`src/rtl/mips_pkg.sv`:
```
// Shared register-file constants and types for the decode-stage write scheduler.
package mips_pkg;
  localparam int REG_ID_W  = 5;
  localparam int DATA_W    = 32;
  localparam int REG_COUNT = 32;
  localparam logic [REG_ID_W-1:0] ZERO_REG = 5'd0;

  typedef struct packed {
    logic [REG_ID_W-1:0] reg_id;
    logic [DATA_W-1:0]   data;
  } md_entry_t;

  typedef enum logic [1:0] {
    GRANT_NONE = 2'd0,
    GRANT_WB   = 2'd1,
    GRANT_FIFO = 2'd2
  } grant_e;

  function automatic logic [REG_COUNT-1:0] reg_onehot(input logic [REG_ID_W-1:0] id);
    logic [REG_COUNT-1:0] mask;
    mask     = '0;
    mask[id] = 1'b1;
    return mask;
  endfunction
endpackage

```
`src/rtl/sync_fifo.sv`:
```
// Synchronous FIFO with occupancy count; a pushed entry is visible at the head one cycle later.
module sync_fifo #(
  parameter int WIDTH = 8,
  parameter int DEPTH = 2
) (
  input  logic                     clock,
  input  logic                     reset,
  input  logic                     push,
  input  logic                     pop,
  input  logic [WIDTH-1:0]         wr_data,
  output logic [WIDTH-1:0]         rd_data,
  output logic [$clog2(DEPTH):0]   count
);
  localparam int AW = $clog2(DEPTH);
  localparam int CW = AW + 1;

  logic [WIDTH-1:0] mem_r [DEPTH];
  logic [AW-1:0]    wr_ptr_r;
  logic [AW-1:0]    rd_ptr_r;
  logic [CW-1:0]    count_r;
  logic             push_ok_s;
  logic             pop_ok_s;

  assign push_ok_s = push & (count_r != CW'(DEPTH));
  assign pop_ok_s  = pop & (count_r != CW'(0));
  assign rd_data   = mem_r[rd_ptr_r];
  assign count     = count_r;

  // Pointer and occupancy bookkeeping; pointers wrap since DEPTH is a power of two.
  always_ff @(posedge clock) begin
    if (reset) begin
      wr_ptr_r <= '0;
      rd_ptr_r <= '0;
      count_r  <= '0;
    end else begin
      if (push_ok_s) wr_ptr_r <= wr_ptr_r + AW'(1);
      if (pop_ok_s)  rd_ptr_r <= rd_ptr_r + AW'(1);
      case ({push_ok_s, pop_ok_s})
        2'b10:   count_r <= count_r + CW'(1);
        2'b01:   count_r <= count_r - CW'(1);
        default: count_r <= count_r;
      endcase
    end
  end

  // Storage array; contents are don't-care while empty so no reset is needed.
  always_ff @(posedge clock) begin
    if (push_ok_s) mem_r[wr_ptr_r] <= wr_data;
  end
endmodule

```
`src/rtl/regwrite_scheduler.sv`:
```
// Arbitrates the register-file write port between WB and buffered MD results,
// tracking pending MD destinations to stall decode on hazards.
module regwrite_scheduler
  import mips_pkg::*;
#(
  parameter int FIFO_DEPTH   = 2,
  parameter int STARVE_LIMIT = 4
) (
  input  logic                clock,
  input  logic                reset,
  input  logic                wb_write,
  input  logic [REG_ID_W-1:0] wb_reg_id,
  input  logic [DATA_W-1:0]   wb_data,
  input  logic                md_valid,
  output logic                md_ready,
  input  logic [REG_ID_W-1:0] md_reg_id,
  input  logic [DATA_W-1:0]   md_data,
  input  logic                issue_md,
  input  logic [REG_ID_W-1:0] issue_reg_id,
  input  logic [REG_ID_W-1:0] rs_id,
  input  logic [REG_ID_W-1:0] rt_id,
  input  logic [REG_ID_W-1:0] rd_id,
  output logic                stall,
  output logic                wb_stall,
  output logic                rf_write,
  output logic [REG_ID_W-1:0] rf_write_id,
  output logic [DATA_W-1:0]   rf_write_data
);
  localparam int CW = $clog2(FIFO_DEPTH) + 1;
  localparam int SW = $clog2(STARVE_LIMIT + 1);

  md_entry_t            push_entry_s;
  md_entry_t            head_s;
  logic [CW-1:0]        fifo_count_s;
  logic                 fifo_empty_s;
  logic                 push_s;
  grant_e               grant_s;
  logic [REG_COUNT-1:0] pending_r;
  logic [REG_COUNT-1:0] set_mask_s;
  logic [REG_COUNT-1:0] clr_mask_s;
  logic [SW-1:0]        starve_r;

  assign push_entry_s = '{reg_id: md_reg_id, data: md_data};
  assign fifo_empty_s = (fifo_count_s == CW'(0));
  assign md_ready     = ~reset & (fifo_count_s < CW'(FIFO_DEPTH));
  assign push_s       = md_valid & md_ready;
  assign wb_stall     = ~reset & (starve_r == SW'(STARVE_LIMIT));
  // pending_r[0] is never set, so register 0 can never stall decode.
  assign stall        = ~reset & (pending_r[rs_id] | pending_r[rt_id] | pending_r[rd_id]);

  sync_fifo #(
    .WIDTH ($bits(md_entry_t)),
    .DEPTH (FIFO_DEPTH)
  ) u_md_fifo (
    .clock   (clock),
    .reset   (reset),
    .push    (push_s),
    .pop     (grant_s == GRANT_FIFO),
    .wr_data (push_entry_s),
    .rd_data (head_s),
    .count   (fifo_count_s)
  );

  // Write-port arbitration: a starved FIFO overrides WB, otherwise WB has priority.
  always_comb begin
    grant_s = GRANT_NONE;
    if (wb_stall) begin
      if (!fifo_empty_s) grant_s = GRANT_FIFO;
      else               grant_s = GRANT_NONE;
    end else if (wb_write) begin
      grant_s = GRANT_WB;
    end else if (!fifo_empty_s) begin
      grant_s = GRANT_FIFO;
    end else begin
      grant_s = GRANT_NONE;
    end
  end

  // Scoreboard set/clear masks for this cycle.
  always_comb begin
    set_mask_s = '0;
    clr_mask_s = '0;
    if (issue_md && (issue_reg_id != ZERO_REG)) set_mask_s = reg_onehot(issue_reg_id);
    else                                        set_mask_s = '0;
    if ((grant_s == GRANT_FIFO) && (head_s.reg_id != ZERO_REG)) clr_mask_s = reg_onehot(head_s.reg_id);
    else                                                         clr_mask_s = '0;
  end

  // Scoreboard and starvation counter state.
  always_ff @(posedge clock) begin
    if (reset) begin
      pending_r <= '0;
      starve_r  <= '0;
    end else begin
      pending_r <= (pending_r & ~clr_mask_s) | set_mask_s;
      if ((grant_s == GRANT_FIFO) || fifo_empty_s) starve_r <= '0;
      else if (grant_s == GRANT_WB)                starve_r <= starve_r + SW'(1);
      else                                         starve_r <= starve_r;
    end
  end

  // Registered drive of the register-file write port; id 0 writes are dropped.
  always_ff @(posedge clock) begin
    if (reset) begin
      rf_write      <= 1'b0;
      rf_write_id   <= '0;
      rf_write_data <= '0;
    end else begin
      case (grant_s)
        GRANT_WB: begin
          rf_write      <= (wb_reg_id != ZERO_REG);
          rf_write_id   <= wb_reg_id;
          rf_write_data <= wb_data;
        end
        GRANT_FIFO: begin
          rf_write      <= (head_s.reg_id != ZERO_REG);
          rf_write_id   <= head_s.reg_id;
          rf_write_data <= head_s.data;
        end
        default: rf_write <= 1'b0;
      endcase
    end
  end
endmodule

```
`config.mk`:
```
export PLATFORM = sky130hd
export DESIGN_NAME = regwrite_scheduler
export DESIGN_NICKNAME = d
export VERILOG_FILES = /design/src/rtl/mips_pkg.sv /design/src/rtl/sync_fifo.sv /design/src/rtl/regwrite_scheduler.sv
export SDC_FILE = /design/constraint.sdc
export NUM_CORES = 1
export LEC_CHECK = 0
export BUFFER_PORTS_ARGS = -buffer_cell sky130_fd_sc_hd__buf_2
export CORE_MARGIN = 3
export CORE_UTILIZATION = 35
export DETAILED_ROUTE_END_ITERATION = 8
export GPL_TIMING_DRIVEN = 0
export PLACE_DENSITY = 0.59
export SLEW_MARGIN = 20
export SYNTH_ARGS = -nofsm -noshare
export SYNTH_HDL_FRONTEND = slang
export SYNTH_SLANG_ARGS = --single-unit
```
`constraint.sdc`:
```
create_clock -name clock -period 4 [get_ports clock]
set_input_delay 0.6 -clock clock [delete_from_list [all_inputs] [get_ports clock]]
set_output_delay 0.6 -clock clock [all_outputs]
set_load 0.05 [all_outputs]
```
==> summary.txt <==
Critical path
  • CP arrival: between 2 and 2.5 ns
  • CP peak stage delay: about 0.38 ns
  • R2R cell count: 6
  • WS Path Type: in -> out
  • Critical-path maximum fanout: 10
  • Reg2reg end: pending_r[25]
  • Worst path slowest cell: mux4_2
  • CP required: about 3.4 ns
  • Crit end category: output pin
  • Top cell by count, worst path: buf_2
  • Crit start category: primary input
  • Worst R2R Setup Slack: 2.11 ns
  • Crit-path cells: buf_2 > clkbuf_1 > mux4_2 > mux2i_1 > nor3_1 > nor4_1 > a41oi_1 > buf_2

Place
  • Port Buf Inserts: approximately 130
  • GPL Wtd Cong: 0.823
  • HPWL Detailed: 13300 um
  • Dpl cells: 1024
  • Post-Place Worst Slack: 1.07 ns

Hold path
  • Hold Crit Start: md_data[15]
  • Worst Hold Class: in -> reg
  • Hold endpoint: u_md_fifo.mem_r[0][15]
  • Hold path depth: 1

Clock tree
  • Cts repair resizes: 0
  • Post-CTS setup buffer count: 0
  • H-Tree Level Count: 4
  • Clock slew seen by the registers of the worst setup and hold paths: 0.06 ns
  • Clock latency on the worst-skew pair: 0.42 ns
  • CTS buffer count: 17
  • CTS Sinks: 152
  • CTS Hold Bufs: 0
  • Root Driver: clkbuf_16
  • CTS tree: done
  • Clock Path Buffers: 2

Routing
  • Antenna viol nets, final: 0
  • Routed WL: 18100 um
  • DR WL/cell: around 17 um
  • Via count: approximately 5400
  • Initial DRC Count: between 200 and 300
  • DRC: 0
  • Vias per cell: about 5.1
  • TritonRoute pass-1 iters: 5

Die
  • Die area: 21300 um2
  • Core box area: 19000 um2
  • Die Wd: 146 um
  • # IOs: 140
  • Starting Density: between 30 and 40%
  • Die H: 146 um
  • Std-Cell Rows: 50

Synth
  • Mapped Area: 6870 um2
  • Sequential area share after synthesis: between 50% and 60%
  • Synth top area share: 32.4%
  • Mapped Avg Cell Area: 10.9 um2
  • Post-synth EDFFs: 74
  • Fraction of registers with async set/reset: 0%
  • Synth unique cells: 45
  • Seq cells post-synth: 152
  • Ranking of synthesized cells by area: edfxtp_1 32%, dfxtp_1 23%, mux2i_1 9.3%
  • Synth Instances: approximately 630
  • Syn Nets: 730
  • Synth Flop Type: dfxtp_1
  • Ys Warns: 0
  • Synth area leader: edfxtp_1

Final layout
  • Final nets: 885
  • Ant. Diodes: 0
  • Filler cells: 1886
  • Footprint of the multi-input gates: 2870 um2
  • Commonest non-fill, non-tap cell in the layout: buf_2
  • Layout cells sized above 1: between 20% and 30%
  • Syn-to-layout area delta: 24.0%
  • Layout Cells excl Fill: 1056
  • Storage element area: 3780 um2
  • Most frequent cells in the layout: 147 x buf_2, 118 x nand2_1, 78 x dfxtp_1, 74 x edfxtp_1, 72 x a21oi_1
  • Finished Core Util: 44.8%

Power and ir drop
  • Cell Pwr Density: 567 nW/um2
  • Total power: between 4 and 5 mW
  • Leak Pwr: roughly 3.2 nW
  • Max VDD drop: 0.000349 V

Timing
  • Worst slew pin tran: 0.656 ns
  • Endpoints failing setup: 0
  • Hold Vio Cnt, Final: 0
  • Clock Skew: 0.00585 ns
  • Max Fclk: 340 MHz
  • RSZ-0062 raised after global routing: no
  • Fin crit share: 73.5%
  • Slew Viols, Final: 0
  • Final worst slack: 1.06 ns
  • Worst Hold Margin: 0.369 ns
  • Min Clock Period, post-route: 2.94 ns
  • Slew HR: a little under three fifths

GRT
  • Via count of the first global-routing pass: 5340
  • Initial antenna violation count: 5
  • Total routing usage reported by global routing: 17.2%
  • First-pass GRT wire length: 28900 um
  • Total gr overflow: 0
  • Largest net degree at the start of global routing: 23

Flow run
  • Max-Cap Viols: 0

Status
  • Status: completed
## final cells by class
class | instances | area share, %
Buffer | 41 | 2.44
Inverter | 5 | 0.220
Clock buffer | 26 | 6.36
Timing Repair Buffer | 136 | 8.43
Multi-Input combinational cell | 430 | 33.7
Clock inverter | 6 | 0.661
Tap cell | 260 | 3.82
Sequential cell | 152 | 44.4
## metal layers
layer | global-route usage (%) | share of wire (%)
met2 | 27.3 | 47
met5 | 0 | 0.36
met4 | 6.16 | 2.0
met3 | 5.80 | 7.5
met1 | 21.9 | 43
## synthesized netlist by cell type, types with 3 or more instances
cell       count
buf_1          4
o21ai_0       22
a21oi_1       72
ha_1           3
buf_6          5
nand2b_1       4
o31ai_1        3
nand2_1      118
nor2b_1       11
a22oi_1        3
mux2i_1       64
and3_1         4
mux4_1         9
xnor2_1        3
dfxtp_1       78
inv_1          5
nor3_1         5
mux4_2         3
or3_1          3
nor2_1        19
o211ai_1      37
edfxtp_1      74
buf_2         13
nand3_1        9
o21ai_1        7
clkbuf_1      19
nor4_1         3
a2111oi_0      3
## where the power goes
part	total (mW)	internal, mW	switching [mW]	leakage, nW
clock network	1.59	0.994	0.596	0.299
logic	1.38	0.436	0.941	1.62
registers	1.86	1.79	0.0691	1.32
## how the worst max path moves through the flow
stage | from | endpoint | slack, ns
2_1_floorplan | reset | u_md_fifo.mem_r[0][0] | 0.27
6_report | rd_id[0] | stall | 1.06
5_1_grt | rd_id[0] | stall | 0.87
3_3_place_gp | reset | u_md_fifo.mem_r[0][19] | -0.24
3_5_place_dp | rd_id[0] | stall | 1.07
4_1_cts | rd_id[0] | stall | 1.07
## state kept, by name, indices dropped and copies added, names as in the netlist, named ones only
name	flops
rf_write	1
rf_write_id	5
pending_r	32
u_md_fifo.rd_ptr_r	1
u_md_fifo.mem_r	74
rf_write_data	32
u_md_fifo.wr_ptr_r	1
u_md_fifo.count	2
starve_r	3
## critical path, delay by kind of cell
kind / cells / cell delay [ns]
AOI/OAI and AO/OA: 1 / 0.15
buffers and inverters: 3 / 0.73
muxes: 2 / 0.52
and+or+nand+nor: 2 / 0.34
## per-stage QoR
step	cell area, um2	setup TNS [ns]
after floorplan	6870	0
after global placement	7860	-9.01
after detailed placement	7920	0
after CTS	8520	0
after global routing	8520	0
final	8520	0
## logic make-up after synthesis
logic type,after synthesis,share of synthesized area (%)
and+or+nand+nor,184,11.8
AOI/OAI and AO/OA,156,13.7
DFF,152,55.1
muxes,82,14.9
buffers and inverters,46,3.30
xor gates and xnor gates,5,0.638
adders and majority gates,3,0.547
Note: power is estimated with default switching activity, not from simulation.
